--- src/rtl/fifo_push_arbiter.sv ---
// rtl/fifo_push_arbiter.sv - round-robin arbiter sharing one fifo push port, with reserved-occupancy tracking
module fifo_push_arbiter #(
   parameter int NREQ  = 4,
   parameter int DEPTH = 16,
   parameter int DW    = 8
) (
   input  logic                         clk,
   input  logic                         rst,
   input  logic [NREQ-1:0]              req_valid,
   input  logic [NREQ*DW-1:0]           req_data,
   output logic [NREQ-1:0]              req_ready,
   output logic                         fifo_push,
   output logic [DW-1:0]                fifo_data_in,
   input  logic                         fifo_pop,
   input  logic                         fifo_empty,
   input  logic                         fifo_full,
   output logic [$clog2(DEPTH+1)-1:0]   level,
   output logic                         err_overflow,
   output logic                         err_count
);

   localparam int LW = $clog2(DEPTH + 1);
   localparam int IW = $clog2(NREQ);
   localparam logic [LW-1:0] FULL_LEVEL = LW'(DEPTH);
   localparam logic [IW-1:0] LAST_IDX   = IW'(NREQ - 1);

   // Index of the requester sitting 'offset' positions after 'base' in the ring.
   function automatic logic [IW-1:0] rr_index(input logic [IW-1:0] base, input int offset);
      int sum;
      sum = (int'(base) + offset) % NREQ;
      return IW'(sum);
   endfunction

   logic [IW-1:0] last_grant;
   logic [IW-1:0] cand;
   logic [IW-1:0] grant_idx;
   logic          grant_any;
   logic [NREQ-1:0] grant;
   logic          space;
   logic          inc;
   logic          dec;
   logic [LW-1:0] level_next;

   // A slot is free while reserved occupancy is below capacity; in-flight pushes are already counted.
   assign space = (level < FULL_LEVEL);

   // Round-robin search starting just after the last granted requester; first valid one wins.
   always_comb begin
      grant     = '0;
      grant_idx = '0;
      grant_any = 1'b0;
      cand      = '0;
      if (!rst && space) begin
         for (int k = 1; k <= NREQ; k++) begin
            cand = rr_index(last_grant, k);
            if (!grant_any && req_valid[cand]) begin
               grant_any       = 1'b1;
               grant_idx       = cand;
               grant[cand]     = 1'b1;
            end
         end
      end
   end

   assign req_ready = grant;
   assign inc       = grant_any;
   assign dec       = fifo_pop & ~fifo_empty;

   // Occupancy update; a pop against an empty count is clamped at zero (and flagged below).
   always_comb begin
      level_next = level;
      case ({inc, dec})
         2'b10:   level_next = level + LW'(1);
         2'b01:   level_next = (level == '0) ? '0 : level - LW'(1);
         default: level_next = level;
      endcase
   end

   // Registered push path, round-robin pointer, occupancy and sticky error flags.
   always_ff @(posedge clk) begin
      if (rst) begin
         level        <= '0;
         fifo_push    <= 1'b0;
         fifo_data_in <= '0;
         err_overflow <= 1'b0;
         err_count    <= 1'b0;
         last_grant   <= LAST_IDX;
      end else begin
         fifo_push <= grant_any;
         if (grant_any) begin
            fifo_data_in <= req_data[grant_idx*DW +: DW];
            last_grant   <= grant_idx;
         end
         level <= level_next;
         if (dec && (level == '0)) begin
            err_count <= 1'b1;
         end
         if (fifo_push && fifo_full) begin
            err_overflow <= 1'b1;
         end
      end
   end

endmodule

--- config.mk ---
export PLATFORM = sky130hd
export DESIGN_NAME = fifo_push_arbiter
export DESIGN_NICKNAME = d
export VERILOG_FILES = /design/src/rtl/fifo_push_arbiter.sv
export SDC_FILE = /design/constraint.sdc
export NUM_CORES = 1
export LEC_CHECK = 0
export ABC_AREA = 1
export CELL_PAD_IN_SITES_DETAIL_PLACEMENT = 0
export CELL_PAD_IN_SITES_GLOBAL_PLACEMENT = 1
export CORE_UTILIZATION = 27
export DETAILED_ROUTE_END_ITERATION = 10
export GPL_TIMING_DRIVEN = 0
export HOLD_SLACK_MARGIN = 0.08
export PLACE_DENSITY = 0.87
export SYNTH_ARGS = -nofsm -noshare
export SYNTH_HDL_FRONTEND = slang
export SYNTH_SLANG_ARGS = --single-unit
--- constraint.sdc ---
create_clock -name clk -period 2.3 [get_ports clk]
set_input_delay 0.46 -clock clk [delete_from_list [all_inputs] [get_ports clk]]
set_output_delay 0.46 -clock clk [all_outputs]
set_load 0.05 [all_outputs]
==> results of run 1 <==
[worst max path at each step]
stage                   from      endpoint  slack (ns)  cells past startpoint
5_1_grt        last_grant[0]  req_ready[1]       -0.11                      9
6_report       last_grant[0]  req_ready[1]       -0.02                      9
2_1_floorplan  last_grant[0]  req_ready[0]        0.06                     11
4_1_cts        last_grant[1]  req_ready[1]      -0.003                     10
3_5_place_dp    req_valid[0]  req_ready[2]       -0.88                     10
3_3_place_gp    req_valid[0]  req_ready[3]       -0.88                     10
[cell type report]
cell class	instances	area, sq um
timing repair buffer	72	706.9
buffer	4	31.28
tap	72	90.09
multi-input combinational	190	1219
sequential	18	367.9
fill	572	2968
clock buffer	4	55.05
inverter	31	136.4
[through the flow]
stage	cells	util, %	total power, mW
after global routing	391	46.76	4.465
after detailed placement	376	41.95	3.258
after CTS	390	46.31	4.071
final	391	46.76	4.135
after global placement	376	41.95	3.236
after floorplan	244	-	2.588
[critical path, cell delays in order (launching register included)]
cell and delay [ns]:
sky130_fd_sc_hd__dfxtp_4 0.39, sky130_fd_sc_hd__inv_8 0.04, sky130_fd_sc_hd__ha_4 0.29, sky130_fd_sc_hd__inv_4 0.05, sky130_fd_sc_hd__nand3_4 0.09, sky130_fd_sc_hd__nand2_8 0.09
sky130_fd_sc_hd__nor2_4 0.20, sky130_fd_sc_hd__a22oi_2 0.11, sky130_fd_sc_hd__a31oi_4 0.17, sky130_fd_sc_hd__buf_6 0.17
[registers in the layout, summed over array words and instances (netlist names)]
register,count
fifo_data_in,8
level,5
last_grant,2
err_count,1
err_overflow,1
fifo_push,1
[layout by cell type (no fill, tap or decap), types with 2 or more instances in the layout]
master                            instances
sky130_fd_sc_hd__nand2_1                 60
sky130_fd_sc_hd__clkdlybuf4s50_1         52
sky130_fd_sc_hd__nand3_1                 47
sky130_fd_sc_hd__inv_1                   25
sky130_fd_sc_hd__dfxtp_1                 16
sky130_fd_sc_hd__nand2_2                 15
sky130_fd_sc_hd__buf_4                   12
sky130_fd_sc_hd__a21oi_1                  9
sky130_fd_sc_hd__ha_1                     9
sky130_fd_sc_hd__nor2_1                   8
sky130_fd_sc_hd__buf_6                    6
sky130_fd_sc_hd__o21ai_0                  6
sky130_fd_sc_hd__nand4_1                  5
sky130_fd_sc_hd__a22oi_2                  4
sky130_fd_sc_hd__a31oi_4                  4
sky130_fd_sc_hd__clkbuf_8                 4
sky130_fd_sc_hd__dlygate4sd2_1            4
sky130_fd_sc_hd__inv_4                    3
sky130_fd_sc_hd__nand3_2                  3
sky130_fd_sc_hd__nand2_4                  3
sky130_fd_sc_hd__xor2_1                   3
sky130_fd_sc_hd__nor2_4                   2
sky130_fd_sc_hd__a31oi_1                  2
sky130_fd_sc_hd__a22oi_1                  2
sky130_fd_sc_hd__ha_4                     2
sky130_fd_sc_hd__dfxtp_4                  2
[report_power, final]
group          switching, mW  internal (mW)  leakage (nW)
registers             0.0974          0.448         0.151
logic                   2.03           1.30          1.01
clock network          0.106          0.152        0.0288
total                   2.24           1.90          1.19
[repair_timing]
item | 4_1_cts | 5_1_grt
pin swaps | 9 | 6
endpoints found under the setup margin | 8 | 9
resized for setup | 61 | 4
setup buffers | 11 | 1
[logic make-up (layout without fill, tap and decap cells)]
group | Yosys count | in the layout
flip-flops | 18 | 18
adder cells (fa/ha/maj) | 11 | 11
AND/OR/NAND/NOR | 147 | 147
buffers and inverters | 36 | 111
XOR/XNOR | 3 | 3
AO/OA/AOI/OAI | 29 | 29
[per-layer routing]
| layer | GRT usage, % | up-vias | share of wire (%) |
|---|---|---|---|
| li1 | - | 964 | - |
| met1 | 17.49 | 818 | 43 |
| met2 | 29.65 | 51 | 51 |
| met3 | 2.326 | 4 | 4.6 |
| met4 | 4.630 | 0 | 0.97 |
| met5 | 0 | - | 0 |
==> results.txt, run 1 <==
- Counting instances in the post-synthesis netlist gives the leading cell types as sky130_fd_sc_hd__nand2_1, sky130_fd_sc_hd__nand3_1, sky130_fd_sc_hd__inv_1, sky130_fd_sc_hd__dfxtp_1, sky130_fd_sc_hd__ha_1.
- Counting the buffers created by CTS gives 3.
- End point of the most critical hold path: fifo_data_in[4]
* Worst-Skew Late Latency: 0.25 ns
* HPWL Detailed: 3336 um
- Final Instance Area: 2606 sq um
- The number of nets in the synthesized netlist is 296.
* Mux share of post-synthesis cell area: 0%
- The final reports fail on setup timing.
- DRC violation count after routing: 0
* Most used flip-flop cell after synthesis: sky130_fd_sc_hd__dfxtp_1
- The Yosys step of the flow raised 0 warnings.
- The detailed router placed 1837 vias in this run.
- The final count of hold timing violations was 0.
- The startpoint identified for the worst hold timing path is fifo_data_in[4].
- Pleak: 1.191 nW
- Transition time at the pin with the least slew margin: 0.5287 ns
- Measured along the x axis, the die boundary spans 78.32 um.
- The synthesized netlist devotes 11.61% of its cell area to compound gates.
- First-pass iteration count of the detailed router: 4
- Setup TNS: -0.01968 ns
* Critical path class: reg -> out
- Starting DRC count in detailed routing: 87
* Area growth from synthesis to layout: 65.71%
* Fraction of layout instances using a drive strength above 1: 21.94%
* Sort of element at the end of the critical path: primary output
- Derived from the worst setup path, the maximum achievable clock frequency is 0.4320 GHz.
- Most area-hungry cell type in the Yosys netlist: sky130_fd_sc_hd__dfxtp_1
- OpenSTA, run right after detailed placement, puts the worst setup slack at -0.8836 ns.
- Post-synthesis area per instance: 6.446 sq um
- The number of antenna violations at the first check in global routing was 0.
* Vias in the first global route: 1805
- The worst path uses 100.7% of the clock period.
- Count of inserted antenna diode cells: 0
- In this run the power density over the cells is 1587 nW/um^2.
* Count of distinct cell types in the synthesized netlist: 24
- Clock H-tree levels: 1
- At the worst endpoint, the arrival time is 1.86 ns.
* Area share of the largest cell type after synthesis: 22.91%
- Post-Synth XOR/XNOR Area: 1.671%
- Mapped Area: 1573 sq um
* Average wire per cell in the routed design: 11.59 um
* Worst hold margin: 0.4525 ns
- Std-Cell Core Area: 5574 sq um
- After Yosys synthesis, and, or, nand and nor cells account for 44.47% of the synthesized area.
* Start of the worst register-to-register path: last_grant[0]
- Starting density of the core: 28.22%
- Count of cells along the worst hold path: 2
* CTS tree: done
* Max-cap viol count: 0
* Post-DR vias/cell: 4.698
* Sort of element at the start of the critical path: flop
- Clock slew at reported path FFs: 0.07 ns
* Number of rows created at floorplan: 27
* Seq/Total Area, Yosys: 22.91%
* Root cell of the clock tree: sky130_fd_sc_hd__clkbuf_8
- Nets: 372
* Sink count of the clock tree: 18
- GRT overflow: 0
* Required time at the endpoint of the critical path: 1.84 ns
- Clock period minus final worst setup slack: 2.315 ns
* Reg-to-reg endpoint: level[4]
* Largest family of logic cells by synthesized area: simple AND/OR/NAND/NOR gates
* Number of cells produced by synthesis: 244
- In this run the remaining antenna-violating nets after routing total 0.
* Total length of routed wires: 4532 um
- Global routing consumed, over all layers together, 15.51% of the routing resources.
* Hold buffer count at cts: 0
- Buffers placed on the I/O ports in this run total 60.
- Setup repair after global routing could not meet its margin everywhere.
- Counting flops with an async set or reset pin after synthesis yields a share of 0%.
* Setup violation total in the final timing report: 3
- Chip height: 78.32 um
* Cell with the most instances after synthesis: sky130_fd_sc_hd__nand2_1
* Run status: complete, but fails checks
- Routability-driven placement congestion ratio: 0.8354
* Maximum number of pins on one net before global-route repair: 12
- Number of synthesized flops with an enable pin: 0
- Ranked by total cell area, the synthesized netlist is headed by sky130_fd_sc_hd__dfxtp_1, sky130_fd_sc_hd__nand2_1, sky130_fd_sc_hd__nand3_1, sky130_fd_sc_hd__ha_1, sky130_fd_sc_hd__inv_1.
- The first global-routing pass estimated 7783 um of wire.
* Fraction of the mapped netlist area in adder cells: 8.751%
- Slack of the worst reg-to-reg path: 0.06 ns
* Post-synthesis sequential element count: 18
- Number of max-slew violations in the final report: 0
- DIE AREA: 6134 sq um
* R2R depth: 14
- Worst Path Max Fanout: 5
- The min-delay analysis places its worst path in the category reg -> reg.
* Setup slack of the critical path after layout: -0.01506 ns
* DP Area: 2338 sq um
* Top-level I/O count: 61
- Buffers from clock root to sink, at most: 2
* Worst rel slew slack: 64.64%
- Clock skew: 0.001560 ns
* VDD IR-drop max: 696.4 uV
Note: power is estimated with default switching activity, not from simulation.
==> run 2, diff against run 1 <==
--- a/config.mk
+++ b/config.mk
@@ -11,7 +11,7 @@
 export CORE_UTILIZATION = 27
 export DETAILED_ROUTE_END_ITERATION = 10
 export GPL_TIMING_DRIVEN = 0
-export HOLD_SLACK_MARGIN = 0.08
+export HOLD_SLACK_MARGIN = 0.05
 export PLACE_DENSITY = 0.87
 export SYNTH_ARGS = -nofsm -noshare
 export SYNTH_HDL_FRONTEND = slang
==> results of run 2 <==
Final layout, timing and power as in run 1 (identical DEF).
==> run 3, diff against run 2 <==
--- a/config.mk
+++ b/config.mk
@@ -8,11 +8,12 @@
 export ABC_AREA = 1
 export CELL_PAD_IN_SITES_DETAIL_PLACEMENT = 0
 export CELL_PAD_IN_SITES_GLOBAL_PLACEMENT = 1
-export CORE_UTILIZATION = 27
+export CORE_UTILIZATION = 30
+export CTS_BUF_LIST = sky130_fd_sc_hd__clkbuf_16
 export DETAILED_ROUTE_END_ITERATION = 10
 export GPL_TIMING_DRIVEN = 0
 export HOLD_SLACK_MARGIN = 0.05
-export PLACE_DENSITY = 0.87
+export PLACE_DENSITY = 0.91
 export SYNTH_ARGS = -nofsm -noshare
 export SYNTH_HDL_FRONTEND = slang
 export SYNTH_SLANG_ARGS = --single-unit
==> constraint.sdc (replaced) <==
create_clock -name clk -period 2.5 [get_ports clk]
set_input_delay 0.5 -clock clk [delete_from_list [all_inputs] [get_ports clk]]
set_output_delay 0.5 -clock clk [all_outputs]
set_load 0.05 [all_outputs]
==> run 3 against run 2 <==
Against the previous run: the flow now finishes without violations; worst hold slack improved by 0.0057 ns; clock skew increased by 0.0018 ns; power decreased by 7.9%; via count increased by 0.87%; sequential cell count unchanged; sequential share of layout area about the same; worst setup slack improved by 0.089 ns; non-clock buffer count decreased by 2; clock power increased by 26%; global-route usage increased by 1.6 points; combinational power decreased by 11%.
==> results.txt, run 3 (synthesized netlist as in run 1, its figures left out) <==
- Entering global routing, the biggest net connects 13 pins.
- Count of cells along the worst hold path: 2
* Clock period minus final worst setup slack: 2.426 ns
- CTS buffer count: 3
* Critical Path, Cell by Cell: clkinv_8, ha_4, inv_4, nand3_4, nand2_8, inv_4, nand4_4, inv_4, nand2_4, a31oi_4, buf_6
- The register with the most flip-flops in the layout has 8 of them.
* Biggest register: fifo_data_in
- For this design the top-level I/O count stands at 61.
- End point of the most critical hold path: fifo_data_in[6]
- Clock H-tree levels: 1
- GRT overflow: 0
- For the worst setup path, the data arrival time is 1.93 ns.
* Setup violation total in the final timing report: 0
* Fraction of layout instances using a drive strength above 1: 20.19%
- The worst pin sits at a relative slew slack of 65.00%.
- Die width: 74.41 um
* Total length of routed wires: 4477 um
* Clock skew: 0.003319 ns
- Met1 Track Usage GR: 20.38%
* Starting DRC count in detailed routing: 88
* DR vias: 1853
* Minimum setup slack after placement: -0.8040 ns
- DIE AREA: 5536 sq um
- HPWL Detailed: 3311 um
* Setup slack of the critical path after layout: 0.07427 ns
* Setup repair after global routing missed its margin: yes
- Vias in the first global route: 1758
* Count of inserted antenna diode cells: 0
* Class of the worst hold path: reg -> reg
- Global routing consumed, on the met2 layer, 30.03% of the routing resources.
* Sort of element at the end of the critical path: primary output
- Area growth from synthesis to layout: 65.55%
- The final count of hold timing violations is 0.
- Number of antenna violations at the first check in global routing: 0
- Counting cells, the worst reg-to-reg path comes to 14.
- In this design, the critical path's most frequently occurring cell is sky130_fd_sc_hd__inv_4.
- The floorplan has 25 rows.
- No sink is reached through more buffers than the 2 on the longest clock path.
- Sink count of the clock tree: 18
- The pre-antenna-repair detailed-routing pass consisted of 4 iterations.
* Worst-Skew Late Latency: 0.25 ns
- Hold buffer count at cts: 0
- Pleak: 1.218 nW
- IO buf count: 60
* Average wire per cell in the routed design: 11.66 um
- Among cell families on the critical path, the largest total delay comes from buffers and inverters.
* Largest stage delay on the critical path: 0.39 ns
- Slack of the worst reg-to-reg path: 0.21 ns
- After routing, the total negative slack on setup checks comes to 0 ns.
- Crit path buf inv count: 5
- Across the run, the number of max-cap violations was 0.
* Global-route wire length before repair: 7389 um
- Critical hold path startpoint: fifo_data_in[6]
- Root cell of the clock tree: sky130_fd_sc_hd__clkbuf_16
- Reg-to-reg endpoint: level[4]
- In this run the power density over the cells is 1462 nW/um^2.
* Most common cell after layout, fill and taps aside: sky130_fd_sc_hd__nand2_1
- Largest registers in the final layout: fifo_data_in: 8 flops, level: 5 flops, last_grant: 2 flops
* Transition time at the pin with the least slew margin: 0.5231 ns
* DRC violation count after routing: 0
- The max-slew violation count was 0.
- Post-DR vias/cell: 4.826
* VDD IR-drop max: 660.3 uV
- Along the worst path, the maximum fanout reaches 5.
- Run status: finished clean
* Nets: 370
- Library cell contributing the largest single delay on the critical path: sky130_fd_sc_hd__dfxtp_4
- Busiest layer in global routing: met2
- In this run the vertical extent of the chip is 74.41 um.
* Clock slew at reported path FFs: 0.06 ns
- Portion of the clock cycle consumed by the worst path in the final layout: 97.03%
- Std-Cell Core Area: 4880 sq um
- In the layout the commonest cells are sky130_fd_sc_hd__nand2_1, sky130_fd_sc_hd__clkdlybuf4s50_1, sky130_fd_sc_hd__nand3_1.
- TritonCTS built the clock tree.
* Routability-driven placement congestion ratio: 0.8350
- Starting density of the core: 32.23%
- The worst register-to-register path begins at last_grant[0].
* Fmax: 0.4122 GHz
* Global routing usage on met3: 3.794%
- Residual antenna-violating net count after detailed routing: 0
- Critical path class: reg -> out
- The worst setup path is launched from a flop.
- Data on the critical path is required at its endpoint by 2.00 ns.
* Total GRT Usage: 17.07%
[run 3: how the worst max path moves through the flow]
| stage | startpoint | end | cells past startpoint |
|---|---|---|---|
| after floorplan | last_grant[0] | req_ready[0] | 10 |
| after global placement | last_grant[1] | req_ready[3] | 11 |
| after detailed placement | last_grant[1] | req_ready[0] | 11 |
| after CTS | req_valid[1] | req_ready[1] | 10 |
| after global routing | last_grant[0] | req_ready[3] | 11 |
| final | last_grant[0] | req_ready[3] | 11 |
[run 3: cell type report]
cell class	count	area [sq um]
clock inverter	1	3.754
timing repair buffer	70	699.4
sequential	18	367.9
clock buffer	3	75.07
buffer	4	31.28
fill	472	2276
multi-input combinational	190	1204
inverter	31	138.9
tap	67	83.83
[run 3: what timing repair did]
| action | 4_1_cts | 5_1_grt |
|---|---|---|
| endpoints found under the setup margin | 19 | 10 |
| pin swaps | 1 | 4 |
| gates resized for setup | 48 | 17 |
| setup buffers | 4 | 6 |
[run 3: stage by stage]
step | util, % | cells | total power, mW | hold WS, ns | area, sq um
after CTS | 51.46 | 379 | 3.638 | 0.4579 | 2511
final | 53.36 | 384 | 3.806 | 0.4582 | 2604
after global routing | 53.36 | 384 | 4.099 | 0.4782 | 2604
after global placement | 47.49 | 371 | 2.938 | 0.4370 | 2317
after detailed placement | 47.49 | 371 | 2.961 | 0.4452 | 2317
after floorplan | - | 244 | 2.343 | 0.5724 | 1633
[run 3: routing by layer]
layer	wire, um	vias up
met5	0	-
li1	-	956
met2	2166	74
met3	292	11
met4	80	0
met1	1938	812
[run 3: where the power goes]
part | internal, mW | total [mW] | leakage [nW] | switching [mW]
logic | 1.14 | 2.98 | 1.03 | 1.84
registers | 0.413 | 0.505 | 0.151 | 0.0927
clock network | 0.213 | 0.326 | 0.0385 | 0.113
total | 1.76 | 3.81 | 1.22 | 2.04
[run 3: worst register-to-register path: stages, from the launching register on]
cell                       delay (ns)
sky130_fd_sc_hd__dfxtp_4         0.39
sky130_fd_sc_hd__clkinv_8        0.06
sky130_fd_sc_hd__ha_4            0.30
sky130_fd_sc_hd__nand3_2         0.15
sky130_fd_sc_hd__nand2_8         0.15
sky130_fd_sc_hd__inv_4           0.05
sky130_fd_sc_hd__buf_4           0.13
sky130_fd_sc_hd__nand4_1         0.06
sky130_fd_sc_hd__nand2_1         0.13
sky130_fd_sc_hd__ha_2            0.26
sky130_fd_sc_hd__inv_1           0.09
sky130_fd_sc_hd__nand4_1         0.11
sky130_fd_sc_hd__nor2_1          0.13
sky130_fd_sc_hd__o21ai_0         0.08
sky130_fd_sc_hd__a31oi_1         0.13
